--- src/rtl/mx_elem_dequant.sv ---
// MX element dequantiser: turns one low-precision float element plus its block's
// shared E8M0 scale into a signed fixed-point value through a two-stage pipeline.
module mx_elem_dequant #(
   parameter int width_o_exp = 4,
   parameter int width_o_man = 3,
   parameter int width_scale = 8,
   parameter int blk_size    = 32,
   parameter bit e4m3_spec   = (width_o_exp == 4) && (width_o_man == 3),
   localparam int max_exp_elem = (2 ** width_o_exp) - 1 - (e4m3_spec ? 0 : 1),
   localparam int width_o      = 2 + width_o_man + max_exp_elem
) (
   input  logic                   i_clk,
   input  logic                   i_rst_n,
   input  logic                   i_valid,
   output logic                   o_ready,
   input  logic                   i_first,
   input  logic [width_scale-1:0] i_scale,
   input  logic                   i_sign,
   input  logic [width_o_exp-1:0] i_exp,
   input  logic [width_o_man-1:0] i_man,
   output logic                   o_valid,
   input  logic                   i_ready,
   output logic [width_o-1:0]     o_num,
   output logic [width_scale-1:0] o_scale,
   output logic                   o_nan,
   output logic                   o_inf,
   output logic                   o_last,
   output logic                   o_err
);

   localparam int cnt_w = (blk_size > 1) ? $clog2(blk_size) : 1;
   localparam logic [cnt_w-1:0] last_idx = cnt_w'(blk_size - 1);
   localparam logic [width_scale-1:0] unity_scale = {1'b0, {(width_scale-1){1'b1}}};

   logic                   s1_valid, s2_valid, s1_adv, s2_adv, accept;
   logic [cnt_w-1:0]       cnt, idx;
   logic [width_scale-1:0] scale_reg, elem_scale;
   logic                   elem_err, elem_last, elem_nan, elem_inf;
   logic                   exp_ones, man_zero, man_ones;

   logic                   s1_sign, s1_nan, s1_inf, s1_last, s1_err;
   logic [width_o_exp-1:0] s1_exp;
   logic [width_o_man-1:0] s1_man;
   logic [width_scale-1:0] s1_scale;

   logic [width_o_man:0]   mant;
   logic [width_o-1:0]     mag, num_next;

   assign s2_adv  = !s2_valid || i_ready;
   assign s1_adv  = s1_valid && s2_adv;
   assign o_ready = !s1_valid || s1_adv;
   assign accept  = i_valid && o_ready;
   assign o_valid = s2_valid;

   // A first flag mid-block restarts indexing at zero and flags the restart.
   always_comb begin
      idx        = i_first ? '0 : cnt;
      elem_err   = i_first && (cnt != '0);
      elem_last  = (idx == last_idx);
      elem_scale = i_first ? i_scale : scale_reg;
      exp_ones   = &i_exp;
      man_zero   = ~|i_man;
      man_ones   = &i_man;
      elem_inf   = 1'b0;
      if (e4m3_spec) begin
         elem_nan = (exp_ones && man_ones) || (&elem_scale);
      end else begin
         elem_nan = (exp_ones && !man_zero) || (&elem_scale);
         elem_inf = exp_ones && man_zero && !(&elem_scale);
      end
   end

   always_ff @(posedge i_clk or negedge i_rst_n) begin
      if (!i_rst_n) begin
         cnt       <= '0;
         scale_reg <= unity_scale;
      end else if (accept) begin
         cnt <= elem_last ? '0 : idx + cnt_w'(1);
         if (i_first) scale_reg <= i_scale;
      end
   end

   always_ff @(posedge i_clk or negedge i_rst_n) begin
      if (!i_rst_n) begin
         s1_valid <= 1'b0;
         s1_sign  <= 1'b0;
         s1_exp   <= '0;
         s1_man   <= '0;
         s1_scale <= unity_scale;
         s1_nan   <= 1'b0;
         s1_inf   <= 1'b0;
         s1_last  <= 1'b0;
         s1_err   <= 1'b0;
      end else if (o_ready) begin
         s1_valid <= i_valid;
         if (i_valid) begin
            s1_sign  <= i_sign;
            s1_exp   <= i_exp;
            s1_man   <= i_man;
            s1_scale <= elem_scale;
            s1_nan   <= elem_nan;
            s1_inf   <= elem_inf;
            s1_last  <= elem_last;
            s1_err   <= elem_err;
         end
      end
   end

   // Hidden bit is set for normals; subnormals use the raw mantissa unshifted.
   always_comb begin
      mant = {(s1_exp != '0), s1_man};
      mag  = width_o'(mant);
      if (s1_exp != '0) mag = mag << (s1_exp - width_o_exp'(1));
      if (s1_nan || s1_inf) num_next = '0;
      else                  num_next = s1_sign ? -mag : mag;
   end

   always_ff @(posedge i_clk or negedge i_rst_n) begin
      if (!i_rst_n) begin
         s2_valid <= 1'b0;
         o_num    <= '0;
         o_scale  <= unity_scale;
         o_nan    <= 1'b0;
         o_inf    <= 1'b0;
         o_last   <= 1'b0;
         o_err    <= 1'b0;
      end else if (s2_adv) begin
         s2_valid <= s1_valid;
         if (s1_valid) begin
            o_num   <= num_next;
            o_scale <= s1_scale;
            o_nan   <= s1_nan;
            o_inf   <= s1_inf;
            o_last  <= s1_last;
            o_err   <= s1_err;
         end
      end
   end

endmodule

--- config.mk ---
export PLATFORM = sky130hd
export DESIGN_NAME = mx_elem_dequant
export DESIGN_NICKNAME = d
export VERILOG_FILES = /design/src/rtl/mx_elem_dequant.sv
export SDC_FILE = /design/constraint.sdc
export NUM_CORES = 1
export LEC_CHECK = 0
export BUFFER_PORTS_ARGS = -buffer_cell sky130_fd_sc_hd__buf_2
export CAP_MARGIN = 20
export CORE_MARGIN = 2
export CORE_UTILIZATION = 55
export CTS_BUF_LIST = sky130_fd_sc_hd__clkbuf_8
export DETAILED_ROUTE_END_ITERATION = 10
export PLACE_DENSITY = 0.77
export SYNTH_ARGS = -nofsm -noshare
export SYNTH_HDL_FRONTEND = slang
export SYNTH_SLANG_ARGS = --single-unit
--- constraint.sdc ---
create_clock -name i_clk -period 6.1 [get_ports i_clk]
set_clock_uncertainty 0.05 [all_clocks]
set_input_delay 1.22 -clock i_clk [delete_from_list [all_inputs] [get_ports i_clk]]
set_output_delay 1.22 -clock i_clk [all_outputs]
set_load 0.03 [all_outputs]
==> impl_metrics.json, run 1 <==
{
  "syn_to_final_growth_pct": 11.2,
  "cts_tree": "built",
  "clock_sinks": 57,
  "grt_antenna_before_repair": 0,
  "cp_slowest_cell": "dfrtp_1",
  "synth_area_um2": 3640,
  "worst_pin_slew_ns": 0.783,
  "largest_register_ffs": 20,
  "numCtsBuffers": 9,
  "insertion_delay_ns": 0.34,
  "wl_um": 8650,
  "final_nets": 433,
  "core_area_um2": 6390,
  "grt_first_pass_wirelength_um": 14400,
  "synthTopCellsByCount": "43 x dfrtp_1, 37 x nand2_1, 32 x mux2_2",
  "relSlewSlack_pct": 47.8,
  "first_global_vias": 2975,
  "finalHoldViolations": 0,
  "crit_fanout": 23,
  "dp_hpwl_um": 6340,
  "crit_type": "flip-flop to flip-flop",
  "clkTransAtPathRegs_ns": 0.07,
  "yosysTopAreaCellShare_pct": 29.5,
  "setup_tns_ns": 0,
  "start_util_pct": 57.0,
  "ctsResizeCount": 0,
  "avgSynthCellArea_um2": 9.92,
  "crit_arrival_ns": 4.34,
  "vias": 3034,
  "dieWidth_um": 85.4,
  "yosys.area.top_type": "dfrtp_1",
  "drive_gt1_share_pct": 34.6,
  "ys_seq_area_share_pct": 39.6,
  "worstPathCellList": "inv_1 > ha_1 > nor2_1 > a32o_1 > and3_1 > o21ai_0 > ha_1 > a21boi_0 > o2111ai_2 > nor3_1 > o31a_1 > nand2_1",
  "maxCapViolCount": 0,
  "io_pins": 55,
  "overflow": 0,
  "synth-warning-count": 0,
  "wl_met3_um": 540,
  "crit_top_cell": "ha_1",
  "clockBufferDepth": 2,
  "power_density_nw_per_um2": 417,
  "synth_cell_types": 72,
  "rows": 29,
  "drt-pass1-iter-count": 5,
  "hold_path.class": "flip-flop to flip-flop",
  "grt_max_degree": 58,
  "drc": 0,
  "crit_required_ns": 6.28,
  "slew_viol_final": 0,
  "async_flop_share_pct": 100,
  "setup_viol": 0,
  "timing.final.crit_share_pct": 68.3,
  "holdPathStages": 2,
  "wire_per_inst_um": 17.7,
  "outcome": "finished clean",
  "netlist_instances": 367,
  "die-area_um2": 7290,
  "ff2ff_path_depth": 12,
  "ys.flop_type": "dfrtp_1",
  "post-route-min-period_ns": 4.16,
  "drtIter0Drc": 215,
  "post_cts_buffers": 0,
  "yosys_register_bits": 57,
  "yosysMostFrequentCell": "dfrtp_1",
  "cp_slowest_stage_delay_ns": 0.67,
  "start_kind": "flip-flop",
  "grt_use_total_pct": 25.2,
  "synth_edf_count": 0,
  "fmax_ghz": 0.240,
  "synth_area_leaders": "dfrtp_1 30%, dfstp_2 10%, mux2_2 9.9%, nand2_1 3.8%, o21ai_0 3.7%",
  "port-buffer-count": 53,
  "cts_max_level": 3,
  "wl_met1_um": 3750,
  "ant_nets": 0,
  "diodes": 0,
  "ctsHoldBuffers": 0,
  "vdd_drop_max_mv": 0.310,
  "p_leak_nw": 1.74,
  "cts_root_buffer": "clkbuf_8",
  "fp.dieH_um": 85.4,
  "rsz0062_at_grt": "no",
  "power_mw": 1.69,
  "place_congestion": 0.992,
  "synth_nets": 392,
  "postLayoutSetupSlackWorst_ns": 1.94,
  "top_layer": "met4",
  "vias_per_cell": 6.19,
  "dr_wl_met2_um": 4090,
  "crit_path_end_kind": "flip-flop",
  "dpl_worst_slack_ns": 2.10
}
-- path summary, 6_finish.rpt --
check	start	endpoint	slack, ns
max reg2reg	s1_exp[0]	o_num[14]	1.94
min in group asynchronous	i_rst_n	o_num[3]	0.95
max	s1_exp[0]	o_num[14]	1.94
min reg2reg	o_num[2]	o_num[2]	0.42
min	o_num[2]	o_num[2]	0.42
max in group asynchronous	i_rst_n	s1_err	4.57
-- metal layers --
layer,vias up,track usage (%)
li1,1431,-
met1,1439,32.1
met2,141,40.7
met3,23,5.45
met4,0,12.1
met5,-,0
-- power breakdown --
part           internal (mW)  switching, mW  total (mW)
sequential             0.500         0.0957       0.595
combinational          0.280          0.494       0.774
clock                  0.159          0.160       0.319
-- cell type report --
class                           instances  area (µm²)
Tap cell                               77        96.3
Multi-Input combinational cell        282        2040
Fill cell                             538        2340
Timing Repair Buffer                   55         280
Sequential cell                        57        1440
Inverter                                3        11.3
Clock buffer                           10         138
Clock inverter                          6        42.5
-- cells by family (layout without fill, tap and decap cells) --
family / count (synthesis) / after routing / synth area share [%]
adders and majority gates: 4 / 4 / 1.37
DFF: 57 / 57 / 39.6
AOI/OAI and AO/OA: 95 / 95 / 19.0
xor gates and xnor gates: 13 / 13 / 3.85
other: 1 / 1 / 0.103
muxes: 36 / 36 / 11.3
buffers and inverters: 28 / 74 / 4.43
and+or+nand+nor: 133 / 133 / 20.2
-- through the flow --
step | instance area (µm²) | hold slack, ns | instances | util, %
after floorplan | 3640 | 0.396 | 367 | -
after global placement | 3870 | 0.408 | 474 | 60.6
after detailed placement | 3870 | 0.415 | 474 | 60.6
after CTS | 4050 | 0.430 | 490 | 63.4
after global routing | 4050 | 0.459 | 490 | 63.4
final | 4050 | 0.424 | 490 | 63.4
-- cell usage in the layout, fill, tap and decap left out, types with 4 or more instances in the layout --
cell type / netlist / final
or2_2: 4 / 4
nor2b_1: 6 / 6
xnor2_1: 6 / 6
ha_1: 4 / 4
nand2b_1: 8 / 8
xor2_1: 5 / 5
nand2_1: 37 / 37
or3_1: 4 / 4
nor3_1: 9 / 9
dfstp_2: 14 / 14
dfrtp_1: 43 / 43
nand4_1: 6 / 6
clkbuf_8: 0 / 10
buf_2: 6 / 53
a21oi_1: 12 / 12
o21ai_0: 27 / 27
a21o_1: 5 / 5
mux2_2: 32 / 32
o31ai_1: 5 / 5
nor2_1: 20 / 20
o21ai_1: 7 / 7
nand3_1: 15 / 15
-- worst max-delay path, delay by kind of cell (launching register included) --
| kind | cells | cell delay (ns) |
|---|---|---|
| AO/OA/AOI/OAI | 5 | 1.51 |
| adder cells (fa/ha/maj) | 2 | 0.81 |
| AND/OR/NAND/NOR | 4 | 0.78 |
| flip-flops | 1 | 0.67 |
| buffers and inverters | 1 | 0.22 |
Note: power is estimated with default switching activity, not from simulation.
==> run 2: changes to the inputs <==
CORE_UTILIZATION = 54   (was 55)
PLACE_DENSITY = 0.79   (was 0.77)
clock period = 3.36 ns   (was 6.1 ns; I/O delays follow)
==> impl_metrics.json, run 2 (synthesis gave the netlist of run 1 again) <==
{
  "syn_to_final_growth_pct": 12.6,
  "worstPathCellList": "or3_1 > a32o_1 > and3_1 > o21ai_0 > ha_1 > a21boi_1 > o2111ai_2 > nor3_2 > a211o_1 > nand3_1",
  "vias": 3003,
  "dieWidth_um": 86.1,
  "rows": 29,
  "clkTransAtPathRegs_ns": 0.07,
  "fin_util_pct": 63.9,
  "overflow": 0,
  "drt-pass1-iter-count": 6,
  "wl_um": 8560,
  "crit_arrival_ns": 3.29,
  "cts_max_level": 3,
  "finalHoldViolations": 0,
  "crit_fanout": 6,
  "dp_cells": 481,
  "crit_required_ns": 3.55,
  "multi_input_area_um2": 2040,
  "outcome": "finished clean",
  "largest_register_ffs": 20,
  "hold_path.class": "input pin to async pin",
  "diodes": 0,
  "cts_root_buffer": "clkbuf_8",
  "timing.final.crit_share_pct": 92.5,
  "post-route-min-period_ns": 3.11,
  "wire_per_inst_um": 17.2,
  "cp_slowest_stage_delay_ns": 0.43,
  "core_area_um2": 6420,
  "clockBufferDepth": 2,
  "first_global_vias": 2949,
  "slew_viol_final": 0,
  "grt_use_total_pct": 24.3,
  "timing.hold.ws_ns": 0.261,
  "grt_antenna_before_repair": 0,
  "rsz0062_at_grt": "no",
  "drc": 0,
  "setup_viol": 0,
  "p_leak_nw": 1.78,
  "fp.dieH_um": 86.1,
  "clock_sinks": 57,
  "maxCapViolCount": 0,
  "grt_max_degree": 34,
  "fmax_ghz": 0.322,
  "grt_first_pass_wirelength_um": 14000,
  "crit_path_end_kind": "flip-flop",
  "most-common-layout-cells": "53 x buf_2, 43 x dfrtp_1, 37 x nand2_1",
  "setup_tns_ns": 0,
  "start_kind": "flip-flop",
  "ff2ff_path_depth": 10,
  "final_nets": 440,
  "start_util_pct": 56.7,
  "worst_pin_slew_ns": 0.732,
  "instances_no_fill": 497,
  "insertion_delay_ns": 0.35,
  "ant_nets": 0,
  "port-buffer-count": 53,
  "crit_type": "flip-flop to flip-flop",
  "numCtsBuffers": 9,
  "power_density_nw_per_um2": 754,
  "post_cts_buffers": 0,
  "io_pins": 55,
  "vdd_drop_max_mv": 0.465,
  "fillers": 504,
  "vias_per_cell": 6.04,
  "final_common_cell": "buf_2",
  "cts_tree": "built",
  "cp_slowest_cell": "or3_1",
  "relSlewSlack_pct": 50.8,
  "dp_hpwl_um": 6310,
  "seq_area_um2": 1440,
  "drtIter0Drc": 251,
  "place_congestion": 0.973,
  "die-area_um2": 7420,
  "drive_gt1_share_pct": 35.7
}
[run 2: cell types whose count changed in the layout (fill, tap and decap cells not counted), sizes merged]
cell and change:
buf +7
[run 2: path summary, 6_finish.rpt]
check,start,to,slack [ns]
setup / recovery,s1_exp[0],o_num[16],0.25
hold / removal,i_rst_n,o_num[3],0.26
setup reg to reg,s1_exp[0],o_num[16],0.25
hold reg to reg,o_num[1],o_num[1],0.43
max in group asynchronous,i_rst_n,o_scale[3],2.13
min in group i_clk,o_num[1],o_num[1],0.43
[run 2: final cells by class]
cell class / count / area share [%]
Multi-Input combinational cell: 282 / 49.7
Sequential cell: 57 / 35.2
Timing Repair Buffer: 62 / 8.11
Clock buffer: 10 / 3.36
Tap cell: 77 / 2.35
Clock inverter: 6 / 1.04
Inverter: 3 / 0.275
[run 2: metrics by stage]
stage	cell area (µm²)	total power, mW	setup WS [ns]
after floorplan	3640	2.14	0.0261
after global placement	3920	2.46	0.333
after detailed placement	3920	2.50	0.192
after CTS	4100	3.10	0.160
after global routing	4100	3.28	0.0478
final	4100	3.09	0.253
[run 2: metal layers]
| metal | up-vias | global-route usage (%) | routed length [µm] |
|---|---|---|---|
| met5 | - | 0 | 0 |
| met3 | 20 | 5.20 | 416 |
| met1 | 1440 | 30.1 | 3700 |
| met4 | 0 | 12.3 | 243 |
| met2 | 102 | 39.9 | 4200 |
| li1 | 1441 | - | - |
[run 2: power by group]
group | switching (mW) | total (mW) | internal (mW)
sequential | 0.142 | 1.05 | 0.908
combinational | 0.922 | 1.45 | 0.528
clock | 0.306 | 0.594 | 0.288
[run 2: repair_timing]
item / CTS / global route
gates resized for setup: 0 / 1
hold buffers: 0 / 0
endpoints found under the setup margin: 0 / 4
[run 2: worst max-delay path, delay by kind of cell (launching register included)]
| family | cells | cell delay [ns] |
|---|---|---|
| compound gates | 5 | 1.30 |
| fa+ha+maj | 1 | 0.23 |
| flops | 1 | 0.40 |
| simple gates | 4 | 1.03 |
==> run 3: changes to the inputs <==
RECOVER_POWER = 50   (was default)
==> impl_metrics.json, run 3 (synthesis gave the netlist of run 1 again) <==
{
  "wl_met3_um": 427,
  "cp_slowest_cell": "or3_1",
  "fin_util_pct": 63.7,
  "worstPathCellList": "or3_1 > a32o_1 > and3_1 > o21ai_0 > ha_1 > a21boi_1 > o2111ai_2 > nor3_2 > or3_1 > nand3_1",
  "final_nets": 440,
  "grt_first_pass_wirelength_um": 14000,
  "crit_top_cell": "or3_1",
  "cp_slowest_stage_delay_ns": 0.43,
  "grt_max_degree": 34,
  "fp.dieH_um": 86.1,
  "most-common-layout-cells": "52 x buf_2, 43 x dfrtp_1, 37 x nand2_1",
  "setup_tns_ns": 0,
  "outcome": "finished clean",
  "final_cell_area_um2": 4090,
  "wire_per_inst_um": 17.2,
  "timing.hold.ws_ns": 0.430,
  "postLayoutSetupSlackWorst_ns": 0.248,
  "vias": 3003,
  "power_density_nw_per_um2": 756,
  "post-route-min-period_ns": 3.11,
  "cts_root_buffer": "clkbuf_8",
  "crit_path_end_kind": "flip-flop",
  "r2r_end": "o_num[18]",
  "largest_register_ffs": 20,
  "overflow": 0,
  "grt_antenna_before_repair": 0,
  "rsz0062_at_grt": "no",
  "hold_path.class": "flip-flop to flip-flop",
  "dp_hpwl_um": 6310,
  "p_leak_nw": 1.77,
  "cp.depth": 10,
  "cts_tree": "built",
  "start_kind": "flip-flop",
  "clkTransAtPathRegs_ns": 0.07,
  "crit_type": "flip-flop to flip-flop",
  "dieWidth_um": 86.1,
  "syn_to_final_growth_pct": 12.4,
  "power_mw": 3.09,
  "fmax_ghz": 0.321,
  "seq_area_um2": 1440,
  "rows": 29,
  "critPathBufInv": 0,
  "vias_per_cell": 6.04,
  "dp_cells": 481,
  "die-area_um2": 7420,
  "crit_arrival_ns": 3.28,
  "cp-endpoint": "o_num[18]",
  "relSlewSlack_pct": 1.28,
  "core_area_um2": 6420,
  "clockBufferDepth": 2,
  "drive_gt1_share_pct": 35.2,
  "grt_use_total_pct": 24.3,
  "timing.final.crit_share_pct": 92.6,
  "dr_wl_met2_um": 4160,
  "path_delay_family": "simple AND/OR/NAND/NOR gates",
  "crit_fanout": 6,
  "drtIter0Drc": 250,
  "first_global_vias": 2949,
  "worst_pin_slew_ns": 1.48,
  "start_util_pct": 56.7,
  "ff2ff_setup_slack_ns": 0.25,
  "maxCapViolCount": 0,
  "wl_met1_um": 3720,
  "dpl_cell_area_um2": 3920,
  "drt-pass1-iter-count": 5,
  "multi_input_area_um2": 2040,
  "slew_viol_final": 0,
  "place_congestion": 0.973,
  "top_layer": "met4",
  "ff2ff_path_depth": 10,
  "crit_required_ns": 3.53,
  "fillers": 507,
  "vdd_drop_max_mv": 0.465,
  "finalHoldViolations": 0,
  "final_common_cell": "buf_2",
  "setup_viol": 0,
  "dpl_worst_slack_ns": 0.192,
  "wl_um": 8560,
  "io_pins": 55,
  "insertion_delay_ns": 0.35,
  "ant_nets": 0,
  "cts_max_level": 3,
  "port-buffer-count": 53,
  "instances_no_fill": 497,
  "startpoint": "s1_exp[0]",
  "numCtsBuffers": 9,
  "diodes": 0,
  "rr_startpoint": "s1_exp[0]",
  "drc": 0,
  "clock_sinks": 57
}
## run 3: changes by cell type in the layout (fill, tap and decap cells not counted), sizes merged
cell,before,now
clkbuf,10,13
buf,62,59
## run 3: layout make-up
class,instances,area share (%)
Tap cell,77,2.35
Clock buffer,10,3.36
Inverter,3,0.275
Multi-Input combinational cell,282,49.8
Timing Repair Buffer,62,7.95
Clock inverter,6,1.04
Sequential cell,57,35.3
## run 3: report_power, final
group          internal (mW)  switching, mW
registers              0.908          0.142
clock network          0.288          0.307
logic                  0.527          0.922
## run 3: how the worst min path moves through the flow
stage                          from         to  slack [ns]  depth (start not counted)
final                      o_num[1]   o_num[1]        0.43                          2
after global routing       o_num[6]   o_num[6]        0.46                          2
after CTS                   i_rst_n  o_num[11]        0.27                          1
after detailed placement   o_num[6]   o_num[6]        0.42                          2
after global placement    o_num[19]  o_num[19]        0.41                          1
after floorplan             i_rst_n     cnt[0]        0.33                          0
## run 3: worst register-to-register path, cell delays in order (launching register included)
cell       delay [ns]
dfrtp_1          0.40
or3_1            0.43
a32o_1           0.34
and3_1           0.20
o21ai_0          0.22
ha_1             0.23
a21boi_1         0.32
o2111ai_2        0.25
nor3_2           0.33
or3_1            0.15
nand3_1          0.07
## run 3: metal layers
metal	vias up	global-route usage, %
li1	1443	-
met1	1430	30.1
met2	108	39.9
met3	22	5.20
met4	0	12.3
met5	-	0
## run 3: repair_timing
item / CTS / global route
resized for setup: 0 / 1
endpoints found under the setup margin: 0 / 4
hold buffers: 0 / 0
buffers inserted: 0 / 0
